[src/rtl/bus_endpoint_fifo.sv]
// bus_endpoint_fifo
//   Device-side endpoint for one bus port. A TX FIFO is filled by local logic
//   and presented to the bus through the pndng/pop/D_pop handshake. An RX FIFO
//   captures bus pushes addressed to this device (or to broadcast), and local
//   logic drains it.
// Ports
//   clk, reset            : rising-edge clock, synchronous active-high reset
//   wr_en, wr_data        : local write into TX FIFO; tx_full flags no room
//   pndng, D_pop, pop     : bus side of TX (head packet falls through to D_pop)
//   push, D_push          : bus delivery into RX (never back-pressured)
//   rd_en, rd_data        : local read from RX; rx_valid flags non-empty
//   tx_cnt, rx_cnt        : FIFO occupancies
//   err                   : sticky [0] TX overflow, [1] pop while empty, [2] RX drop
module bus_endpoint_fifo #(
    parameter int          pckg_sz   = 16,
    parameter int          DEPTH     = 8,
    parameter logic [7:0]  ID        = 8'd0,
    parameter logic [7:0]  broadcast = 8'hFF,
    parameter bit          FILTER    = 1'b1
) (
    input  logic                       clk,
    input  logic                       reset,
    input  logic                       wr_en,
    input  logic [pckg_sz-1:0]         wr_data,
    output logic                       tx_full,
    output logic                       pndng,
    output logic [pckg_sz-1:0]         D_pop,
    input  logic                       pop,
    input  logic                       push,
    input  logic [pckg_sz-1:0]         D_push,
    input  logic                       rd_en,
    output logic [pckg_sz-1:0]         rd_data,
    output logic                       rx_valid,
    output logic [$clog2(DEPTH):0]     tx_cnt,
    output logic [$clog2(DEPTH):0]     rx_cnt,
    output logic [2:0]                 err
);
    localparam int AW = $clog2(DEPTH);
    localparam int CW = AW + 1;
    localparam logic [CW-1:0] FULL = CW'(DEPTH);

    logic [pckg_sz-1:0] tx_mem_q [DEPTH];
    logic [pckg_sz-1:0] rx_mem_q [DEPTH];
    logic [AW-1:0]      tx_wp_q, tx_wp_d, tx_rp_q, tx_rp_d;
    logic [AW-1:0]      rx_wp_q, rx_wp_d, rx_rp_q, rx_rp_d;
    logic [CW-1:0]      tx_cnt_q, tx_cnt_d, rx_cnt_q, rx_cnt_d;
    logic [2:0]         err_q, err_d;

    logic tx_do_pop, tx_do_wr, rx_acc, rx_do_rd, rx_do_wr;
    logic [7:0] dest;

    assign dest = D_push[pckg_sz-1 -: 8];

    always_comb begin
        // A pop frees a slot in the same cycle, so a write into a full FIFO
        // is still accepted when paired with a valid pop.
        tx_do_pop = pop && (tx_cnt_q != '0);
        tx_do_wr  = wr_en && ((tx_cnt_q != FULL) || tx_do_pop);
        rx_acc    = push && (!FILTER || (dest == ID) || (dest == broadcast));
        rx_do_rd  = rd_en && (rx_cnt_q != '0);
        rx_do_wr  = rx_acc && ((rx_cnt_q != FULL) || rx_do_rd);

        tx_wp_d  = tx_do_wr  ? tx_wp_q + AW'(1) : tx_wp_q;
        tx_rp_d  = tx_do_pop ? tx_rp_q + AW'(1) : tx_rp_q;
        rx_wp_d  = rx_do_wr  ? rx_wp_q + AW'(1) : rx_wp_q;
        rx_rp_d  = rx_do_rd  ? rx_rp_q + AW'(1) : rx_rp_q;
        tx_cnt_d = tx_cnt_q + CW'(tx_do_wr) - CW'(tx_do_pop);
        rx_cnt_d = rx_cnt_q + CW'(rx_do_wr) - CW'(rx_do_rd);

        err_d    = err_q;
        if (wr_en && !tx_do_wr)  err_d[0] = 1'b1;
        if (pop && !tx_do_pop)   err_d[1] = 1'b1;
        if (rx_acc && !rx_do_wr) err_d[2] = 1'b1;
    end

    always_ff @(posedge clk) begin
        if (reset) begin
            tx_wp_q  <= '0;
            tx_rp_q  <= '0;
            rx_wp_q  <= '0;
            rx_rp_q  <= '0;
            tx_cnt_q <= '0;
            rx_cnt_q <= '0;
            err_q    <= '0;
        end else begin
            tx_wp_q  <= tx_wp_d;
            tx_rp_q  <= tx_rp_d;
            rx_wp_q  <= rx_wp_d;
            rx_rp_q  <= rx_rp_d;
            tx_cnt_q <= tx_cnt_d;
            rx_cnt_q <= rx_cnt_d;
            err_q    <= err_d;
        end
    end

    // Storage needs no reset: outputs are gated by the occupancy counts.
    always_ff @(posedge clk) begin
        if (!reset && tx_do_wr) tx_mem_q[tx_wp_q] <= wr_data;
        if (!reset && rx_do_wr) rx_mem_q[rx_wp_q] <= D_push;
    end

    assign pndng    = (tx_cnt_q != '0);
    assign rx_valid = (rx_cnt_q != '0);
    assign tx_full  = (tx_cnt_q == FULL);
    assign D_pop    = pndng    ? tx_mem_q[tx_rp_q] : '0;
    assign rd_data  = rx_valid ? rx_mem_q[rx_rp_q] : '0;
    assign tx_cnt   = tx_cnt_q;
    assign rx_cnt   = rx_cnt_q;
    assign err      = err_q;
endmodule

[config.mk]
export PLATFORM = sky130hd
export DESIGN_NAME = bus_endpoint_fifo
export DESIGN_NICKNAME = d
export VERILOG_FILES = /design/src/rtl/bus_endpoint_fifo.sv
export SDC_FILE = /design/constraint.sdc
export NUM_CORES = 1
export LEC_CHECK = 0
export CAP_MARGIN = 20
export CORE_MARGIN = 5
export CORE_UTILIZATION = 62
export DETAILED_ROUTE_END_ITERATION = 8
export GPL_TIMING_DRIVEN = 1
export MAX_ROUTING_LAYER = met4
export PLACE_DENSITY = 0.87
export SLEW_MARGIN = 20
export SYNTH_ARGS = -nofsm -noshare
export SYNTH_HDL_FRONTEND = slang
export SYNTH_SLANG_ARGS = --single-unit
[constraint.sdc]
create_clock -name clk -period 7.9 [get_ports clk]
set_input_delay 1.58 -clock clk [delete_from_list [all_inputs] [get_ports clk]]
set_output_delay 1.58 -clock clk [all_outputs]
set_load 0.01 [all_outputs]
**After elaboration in Yosys (flattened, before gate mapping)**

Memories as Yosys holds them, arrays and structs flattened. A register that Yosys moved wholly into a read port is not among the register bits.
Cells that the tools add are included.

- Add/subtract/negate cells: 8
- Reductions and logical operators: 20
- Multiplexer cells: 10
- Eq/ne operators: 4

Operators with widths:

| operator | count |
|---|---|
| 16-bit 2-to-1 mux | 2 |
| 3-bit by 1-bit adder with 3-bit output (second input constant) | 4 |
| 3-bit 2-to-1 mux | 4 |
| 1-bit logical AND | 10 |
| 4-bit by 1-bit adder with 4-bit output | 2 |
| 8-bit equality test (second input constant) | 1 |
| 8-bit zero test | 1 |
| 4-bit inequality test (second input constant) | 2 |
| 4-bit nonzero test | 2 |
| 4-bit by 1-bit subtractor with 4-bit output | 2 |
| 4-bit equality test (second input constant) | 1 |
| 1-bit zero test | 4 |
| 1-bit 2-to-1 mux | 4 |
| 1-bit logical OR | 3 |

- Bits in registers: 23
- Output and inout bits: 46
- Memories kept: 2
- Bits in writable memories: 256
- Word-level logic and storage cells: 53

Memories:

| name | depth | bits a word | rd ports | clocked after Yosys merged registers in | wr ports | RTL line | text |
|---|---|---|---|---|---|---|---|
| rx_mem_q | 8 | 16 | 1 | 1 | 1 | 43 | `logic [pckg_sz-1:0] rx_mem_q [DEPTH];` |
| tx_mem_q | 8 | 16 | 1 | 1 | 1 | 42 | `logic [pckg_sz-1:0] tx_mem_q [DEPTH];` |

**Logic depth before layout (Yosys ltp)**

Gate-level depths: netlist of the first run.

- Word-level depth: 7
- Mapped depth: 13

**Worst setup path before layout of the first run**

OpenSTA, ideal clock, no wires.

- Path kind: in2reg
- Start: input port D_push[15]
- End: memory rx_mem_q[0][0], enable pin
- Cell stages on the path: 4
- Path slack: 3.258 ns
- Arrival: 4.206 ns
- Required time: 7.464 ns
- Buffers on the path: 0
- Cells stage by stage: or4_4 nor2_4 o211ai_2 nor4b_1

- Cells in the longest elaborated chain, start to end: 7
- Elaborated cells on any way between the ends: 8
- Those cells by class: eq/ne (1); mux (2); reduce/logical (5)

Ends and longest elaborated chain:

| what | RTL line | text |
|---|---|---|
| start, declared | 30 | `input logic [pckg_sz-1:0] D_push,` |
| 8-bit equality test or 8-bit zero test (tied branches) | 59 | `rx_acc = push && (!FILTER \|\| (dest == ID) \|\| (dest == broadcast));` |
| 1-bit logical OR * | 59 |  |
| 1-bit logical AND * | 59 |  |
| 1-bit logical AND * | 61 | `rx_do_wr = rx_acc && ((rx_cnt_q != FULL) \|\| rx_do_rd);` |
| 1-bit logical AND * | 99 | `if (!reset && rx_do_wr) rx_mem_q[rx_wp_q] <= D_push;` |
| 1-bit 2-to-1 mux * | 99 |  |
| 1-bit 2-to-1 mux (implied by the code) * | 99 |  |
| end, declared | 43 |  |

Mark *: on every way between the ends. The rest lies on a longest branch, timed or not.

==> summary by stage, run 1 <==
Run status
The run finished with clean final reports.

Cells and area
The sequential cells in the finished layout cover a total of 8274 um2. The final standard cell utilization of the core is 0.7426. The filler cells instantiated in the layout total 949.

The area added between synthesis and finish is 19.13%. The number of antenna diodes in the final layout is 0. The final layout contains 724 nets.

The multi-input gate area in the final layout is 2779 um2. The share of layout cells above drive strength 1 is 0.2046. The count of non-filler cells in the finished layout is 918.

Timing
Setup repair after global routing left no endpoint under its margin. The worst max-slew margin expressed relative to the limit is 0.2356. The final period utilization is 0.5529.

The final number of hold-violating endpoints is 0. On the final layout, the worst clock skew is 0.007864 ns. The number of pins exceeding their max-slew limit in the final report is 0. The final hold slack is 0.4876 ns. The time the final worst path needs with I/O delays and setup is 4.368 ns. The timing-limited maximum frequency is 228.9 MHz. The count of endpoints failing setup in the final report is 0.

The actual slew at the worst max-slew pin is 1.145 ns. Setup total negative slack on the finished layout was measured at 0 ns.

Yosys
The share of async-settable or async-resettable flops after synthesis is 0. The gate count after technology mapping is 571. The average instance area after synthesis is 19.48 um2. The number of different library cells used by synthesis comes to 37. The post-synthesis simple-gate area fraction is 0.04432. The xor and xnor fraction of the mapped netlist area is 0.008662. In this run, synthesis produced a sequential element count of 285. The synthesized netlist occupies a cell area of 11,120 um2. The flip-flop cell with the highest count after synthesis is sky130_fd_sc_hd__edfxtp_1. The dominant combinational cell family by area after synthesis is multiplexers.

In this run, synthesis inferred 256 flip-flops with an integrated enable. The compound-gate portion of the synthesized area is 0.01001. After synthesis, the share of cell area in mux cells is 0.1611.

For this run, the number of Yosys warnings is 0. The net count after synthesis is 625. The part of the Yosys area used for sequential elements is 0.7434. The adder and majority cell fraction of the synthesized area is 0.01935.

Worst hold path
The beginning of the worst hold path is err[0]. The number of cells on the worst hold path is 2. The class of the worst hold path is reg2reg. For hold timing, the worst endpoint is err[0].

Drt
The average detailed-routed wire length per instance is 25.13 um. The total DRC errors in the routed layout is 0. The detail-routed via count per cell is 6.087. Detailed routing inserted a total of 5,588 vias. For this run, the detailed router's first-pass iteration total came to 4. For this block, the initial DRC count from the detailed router was 461.

The number of routed nets with antenna violations is 0. Summed over all layers, the routed wires come to 23.07 mm.

Die
The initial utilization of the core area, before any placement, comes to 0.6234. The placement row count is 49. The die covers 20,720 um2. 84 I/O pins were placed. Measured along the y axis, the die boundary spans 143.9 um. The die is 143.9 um wide. The placeable core region is 17,840 um2.

Worst setup path
The startpoint identified for the worst register-to-register timing path is rx_cnt[2]. The reg-to-reg endpoint is rx_cnt[1]. For flop-to-flop paths, the worst setup slack is 4.91 ns. The worst setup path is launched from a flip-flop.

Broken down by cell family, the worst path's largest delay share belongs to buffers and inverters. The data arrival at the endpoint of the critical path is 2.79 ns. The total buffers and inverters traversed by the critical path is 2. The required time of the worst setup path is 6.32 ns. The worst reg-to-reg path cell count is 10. The maximum net fanout on the critical path is 32. The critical path's slowest cell is sky130_fd_sc_hd__mux4_2. The worst setup path is captured at an output port. The critical path's largest stage delay is 0.60 ns. Walking the worst path, the cells encountered are buf_4 -> mux4_2 -> mux2i_1 -> nor2_1 -> clkdlybuf4s50_1.

The worst setup path is of the reg2out kind.

Clock network
The root buffer cell is sky130_fd_sc_hd__clkbuf_16. TritonCTS built the clock tree. Buffers inserted to repair hold after CTS numbered 0. Once the clock tree was built, the setup fixing pass inserted 0 buffers. The clock latency on the worst-skew pair is 0.52 ns. The number of clock sinks is 285.

The number of gates given a new drive strength after cts is 0. CTS built an H-tree with a depth of 1. Clock-pin slew was measured on the worst setup and hold paths at 0.06 ns. The number of buffers created by CTS is 28. The number of buffers on the longest clock path is 3.

Power
The maximum ir drop on the vdd rail is 0.2934 mV. The switching power is 1.146 mW. Internal power comes to 3.130 mW. The analysis attributes to cell leakage a power of 4.208 nW. In this run the power density over the cells is 322.7 nW/um2. Of the total power, the share spent switching nets is 0.2681. The share of total power dissipated in combinational logic is 0.259.

Of the total power, the clock network draws 0.319. The relative contribution of sequential cells to total power is 0.422.

Place
The number of placed instances with taps included is 869. The estimated wirelength of the detail-placed design is 13.07 mm. The congestion estimate from routability-driven global placement came to 0.7699. The count of input and output buffers is 83.

Global route
In the global route stage, overall resource usage came out at 0.2364. The maximum number of pins on one net before global-route repair is 33. The via count of the first global-routing pass is 6,024. The total overflow left after global routing is 0. The first-pass GRT wire length is 35.03 mm. The number of antenna violations at the first check in global routing was 0.

Run
The max-cap violation count is 0.
==> cell type report <==
type,count,area share
multi-input cells,249,0.2097
repair buffers,94,0.06894
flip-flops and latches,285,0.6245
clock buffers,39,0.05987
inverters,12,0.003400
well taps,229,0.02163
clock inverters,10,0.01190
==> sequential cells by signal, summed over array words and instances (netlist names), named ones only <==
name,flops
rx_mem_q,128
tx_mem_q,128
rx_cnt,4
tx_cnt,4
err,3
rx_rp_q,3
rx_wp_q,3
tx_rp_q,3
tx_wp_q,3
==> how the worst max path moves through the flow <==
stage / to / slack, ns / cells past startpoint
2_1_floorplan: rx_mem_q[0][0] / 3.26 / 4
4_1_cts: D_pop[10] / 3.47 / 5
6_report: D_pop[10] / 3.53 / 5
5_1_grt: D_pop[10] / 3.33 / 5
3_3_place_gp: rx_cnt[2] / 3.68 / 10
3_5_place_dp: rx_cnt[1] / 3.51 / 8
==> cell usage after synthesis, drive strengths merged (2+ instances only) <==
master	number	area share
edfxtp	256	0.69
o21ai	3	0.0017
clkbuf	17	0.0057
or3	2	0.0011
or4	2	0.0020
mux4	64	0.13
nor4	2	0.0011
fa	2	0.0036
inv	12	0.0040
and2	2	0.0011
nand2	8	0.0027
nor3	5	0.0022
xnor2	4	0.0031
nand3	6	0.0027
buf	8	0.0034
mux2i	35	0.031
xor2	7	0.0055
a21oi	6	0.0027
nor2	66	0.023
nor2b	3	0.0017
nand2b	5	0.0028
dfxtp	29	0.052
ha	14	0.016
nand4	2	0.0011
a21o	2	0.0013
==> worst min-delay path, delay by kind of cell, from the launching register on <==
family	cells	cell delay, ns
AOI/OAI and AO/OA	1	0.04
and+or+nand+nor	1	0.08
DFF	1	0.33
==> power by group through the flow <==
stage	sequential, mW	combinational, mW	clock, mW
floorplan	1.77	0.691	0
global placement	1.83	1.06	0
detailed placement	1.84	1.10	0
CTS	1.81	1.12	1.38
global route	1.82	1.20	1.45
finish	1.80	1.11	1.36
==> layer usage <==
| metal | GRT usage | routed length, um | vias up |
|---|---|---|---|
| li1 | - | - | 2456 |
| met1 | 0.2852 | 8599 | 2865 |
| met2 | 0.4165 | 12550 | 223 |
| met3 | 0.04160 | 1380 | 44 |
| met4 | 0.06046 | 538 | 0 |
| met5 | - | 0 | - |
==> cell families (layout without fill, tap and decap cells) <==
logic type	after synthesis	in the layout
mux	99	99
simple gates	107	107
buf+inv	37	155
flops	285	285
fa+ha+maj	16	16
xor+xnor	11	11
compound gates	16	16
==> through the flow <==
stage / power (mW) / setup WS [ns] / cell area (um2)
floorplan: 2.465 / 3.258 / 11120
global placement: 2.890 / 3.677 / 12300
detailed placement: 2.935 / 3.512 / 12300
CTS: 4.307 / 3.471 / 13250
global route: 4.475 / 3.327 / 13250
finish: 4.276 / 3.532 / 13250
==> layout by cell type (no fill, tap or decap), types with 3 or more instances in the layout <==
master,n
sky130_fd_sc_hd__a21oi_1,6
sky130_fd_sc_hd__buf_4,11
sky130_fd_sc_hd__bufinv_16,4
sky130_fd_sc_hd__clkbuf_1,7
sky130_fd_sc_hd__clkbuf_16,29
sky130_fd_sc_hd__clkbuf_8,3
sky130_fd_sc_hd__clkdlybuf4s50_1,83
sky130_fd_sc_hd__clkinv_2,3
sky130_fd_sc_hd__clkinvlp_4,3
sky130_fd_sc_hd__dfxtp_1,26
sky130_fd_sc_hd__edfxtp_1,256
sky130_fd_sc_hd__ha_1,14
sky130_fd_sc_hd__inv_1,12
sky130_fd_sc_hd__mux2i_1,35
sky130_fd_sc_hd__mux4_2,64
sky130_fd_sc_hd__nand2_1,8
sky130_fd_sc_hd__nand2b_1,5
sky130_fd_sc_hd__nand3_1,6
sky130_fd_sc_hd__nor2_1,59
sky130_fd_sc_hd__nor2_2,6
sky130_fd_sc_hd__nor2b_1,3
sky130_fd_sc_hd__nor3_2,3
sky130_fd_sc_hd__xnor2_1,4
sky130_fd_sc_hd__xor2_1,7
No activity file was read; power rests on OpenSTA's default activity.
==> run 2, diff against run 1 <==
--- a/config.mk
+++ b/config.mk
@@ -7,11 +7,11 @@
 export LEC_CHECK = 0
 export CAP_MARGIN = 20
 export CORE_MARGIN = 5
-export CORE_UTILIZATION = 62
+export CORE_UTILIZATION = 58
 export DETAILED_ROUTE_END_ITERATION = 8
 export GPL_TIMING_DRIVEN = 1
 export MAX_ROUTING_LAYER = met4
-export PLACE_DENSITY = 0.87
+export PLACE_DENSITY = 0.82
 export SLEW_MARGIN = 20
 export SYNTH_ARGS = -nofsm -noshare
 export SYNTH_HDL_FRONTEND = slang
==> constraint.sdc (replaced) <==
create_clock -name clk -period 4.1 [get_ports clk]
set_input_delay 0.82 -clock clk [delete_from_list [all_inputs] [get_ports clk]]
set_output_delay 0.82 -clock clk [all_outputs]
set_load 0.01 [all_outputs]
==> run 2 against run 1 <==
- worst setup slack worse by 3.0 ns
- highest routed layer unchanged
- core utilization down 4.3 points
- global-route usage down 2.9 points
- final cell count rose by 1.7%
- sequential power is 88% higher
- combinational power up 99%
- worst hold slack lost 0.014 ns
- non-clock buffer count increased by 12
- flip-flop and latch count stayed put
==> summary by stage, run 2 (synthesized netlist as in run 1, its figures left out) <==
Worst setup path
In this run the worst path has a maximum fanout of 19. For flop-to-flop paths, the worst setup slack is 1.14 ns. The reg-to-reg endpoint is tx_cnt[2].

The required time of the worst setup path is 3.28 ns. The data arrival at the endpoint of the critical path is 2.79 ns. In this run the critical register-to-register path is launched from tx_cnt[2]. The worst setup path is of the reg2out kind. Measured in cells, the most critical reg-to-reg path has a length of 11. Following the worst setup path forward leads to its endpoint at D_pop[6]. The nature of the critical path startpoint is a flip-flop. The worst setup path is captured at an output port.

Clock network
The total setup buffers inserted after CTS is 0. The clock tree from TritonCTS is yes. The clock passes through at most 3 buffers. The cell sitting at the root of the clock tree is a sky130_fd_sc_hd__clkbuf_16.

The later pin in the worst-skew pair is clocked with a latency of 0.51 ns. The clock drives 285 sinks. The number of buffers created by CTS is 27. The count of H-tree levels built during CTS is 1. The number of gates given a new drive strength after cts is 0. In this run, post-CTS hold repair placed 0 buffers. Clock-pin slew was measured on the worst setup and hold paths at 0.06 ns.

Timing
The final number of hold-violating endpoints is 0. Timing would allow up to 277.4 MHz. The worst clock skew on the final layout is 0.01180 ns. The final period utilization is 0.8793. Summed over all failing endpoints, the final setup total negative slack is 0 ns. The number of pins exceeding their max-slew limit in the final report is 0. The worst max-slew margin expressed relative to the limit is 0.3725. Setup repair after global routing left no endpoint under its margin.

The time the final worst path needs with I/O delays and setup is 3.605 ns. For the pin with the worst max-slew slack, the measured transition is 0.9412 ns. Setup violations remaining at the end of the flow were counted as 0.

Power
For this design the static power due to leakage is 4.196 nW. The maximum ir drop on the vdd rail is 0.5768 mV. The power per cell area is 590.6 nW/um2.

Cells and area
The largest registers in the layout are rx_mem_q x128, tx_mem_q x128. The most common cell after layout, fill and taps aside is sky130_fd_sc_hd__edfxtp_1. The final standard cell utilization of the core is 0.7000. The share of layout cells above drive strength 1 is 0.1929. The area added between synthesis and finish is 18.12%.

The layout net count is 735. The library cells used most frequently in the layout, excluding fill and tap cells, are 256 x sky130_fd_sc_hd__edfxtp_1, 83 x sky130_fd_sc_hd__clkdlybuf4s50_1, 65 x sky130_fd_sc_hd__nor2_1. The diode insertion count for antenna repair is 0.

Drt
In the final routed layout, each cell accounts on average for 23.06 um. Once detail routing completed, the nets flagged for antenna violations numbered 0. For this run, design rule violations remaining after detail routing come to 0. The final layout contains routed wiring with a total length of 21.54 mm. Across all layers, the routed design uses 5,538 vias.

The first TritonRoute pass finished after 5 iterations. The detail-routed via count per cell is 5.929. In this run, the number of DRC markers left after iteration 0 of detailed routing was 379.

Global route
The maximum number of pins on one net before global-route repair is 33. The total grt overflow is 0. The via count of the first global-routing pass is 6,052. The number of antenna violations at the first check in global routing is 0.

The first-pass GRT wire length is 33.94 mm. The overall global routing resource usage is 0.2078.

Run
The tool flagged a number of max-cap violations equal to 0.

Place
The count of input and output buffers is 83. The congestion estimate from routability-driven global placement came to 0.7588. After legalization and detailed placement, the total HPWL measured 12.85 mm.

Worst hold path
The worst hold path belongs to the class reg2reg. The worst hold path begins at err[1].

Die
The die span in y is 148.5 um. In this run the standard cell core region covers 18,770 um2. The initial standard-cell utilization of the core is 0.5926. After floorplanning, the core was divided into 50 placement rows. The floorplan step defined a die boundary enclosing 22,040 um2. Pin placement for this block handled 84 I/O pins. The floorplan step set the die width to 148.5 um.

Run status
The run finished with clean final reports.
## run 2: changes by cell type in the layout (fill, tap and decap cells not counted), sizes merged
cell	change
clkbuf	-3
bufinv	-4
clkinvlp	-2
buf	+12
clkinv	+8
## run 2: per-stage QoR
step	total power [mW]	setup WS (ns)	cells	instance area, um2	hold slack (ns)
final	7.759	0.4949	934	13140	0.4738
after global routing	8.168	0.2839	934	13140	0.5167
after CTS	7.853	0.3976	934	13140	0.4808
after detailed placement	5.666	0.5979	886	12380	0.4664
after global placement	5.609	0.6669	886	12380	0.4550
after floorplan	4.749	0.2183	571	11120	0.4541
## run 2: metal layers
layer	routed length [um]	global-route usage	up-vias
li1	-	-	2484
met1	8261	0.2593	2846
met2	11710	0.3678	182
met3	1326	0.03291	26
met4	245	0.03834	0
met5	0	-	-
## run 2: report_power, final
| part | switching, mW | internal, mW | leakage, nW |
|---|---|---|---|
| registers | 0.104 | 3.28 | 2.54 |
| logic | 1.04 | 1.17 | 1.28 |
| clock network | 0.960 | 1.21 | 0.368 |
## run 2: worst max-delay path, cell delays in order, from the launching register on
cell and delay, ns:
sky130_fd_sc_hd__dfxtp_2 0.66, sky130_fd_sc_hd__buf_12 0.26, sky130_fd_sc_hd__mux4_2 0.53, sky130_fd_sc_hd__mux2i_1 0.22, sky130_fd_sc_hd__nor2_1 0.06, sky130_fd_sc_hd__clkdlybuf4s50_1 0.52
## run 2: cell type report
cell class,count,area (um2)
clock buffers,36,709.4
flip-flops and latches,285,8270
inverters,12,45.04
multi-input cells,249,2751
clock inverters,12,52.55
well taps,234,292.8
fillers,1125,5630
repair buffers,106,1016
## run 2: how the worst min path moves through the flow
stage | to | slack (ns) | cells after the start
final | err[1] | 0.47 | 2
after global placement | err[0] | 0.45 | 2
after global routing | err[1] | 0.52 | 2
after CTS | err[1] | 0.48 | 2
after detailed placement | err[1] | 0.47 | 2
after floorplan | flip-flop | 0.45 | 2
==> run 3, diff against run 2 <==
--- a/config.mk
+++ b/config.mk
@@ -5,6 +5,7 @@
 export SDC_FILE = /design/constraint.sdc
 export NUM_CORES = 1
 export LEC_CHECK = 0
+export ABC_AREA = 0
 export CAP_MARGIN = 20
 export CORE_MARGIN = 5
 export CORE_UTILIZATION = 58
==> results of run 3 <==
No change in the layout: final DEF, timing and power equal those of run 2.
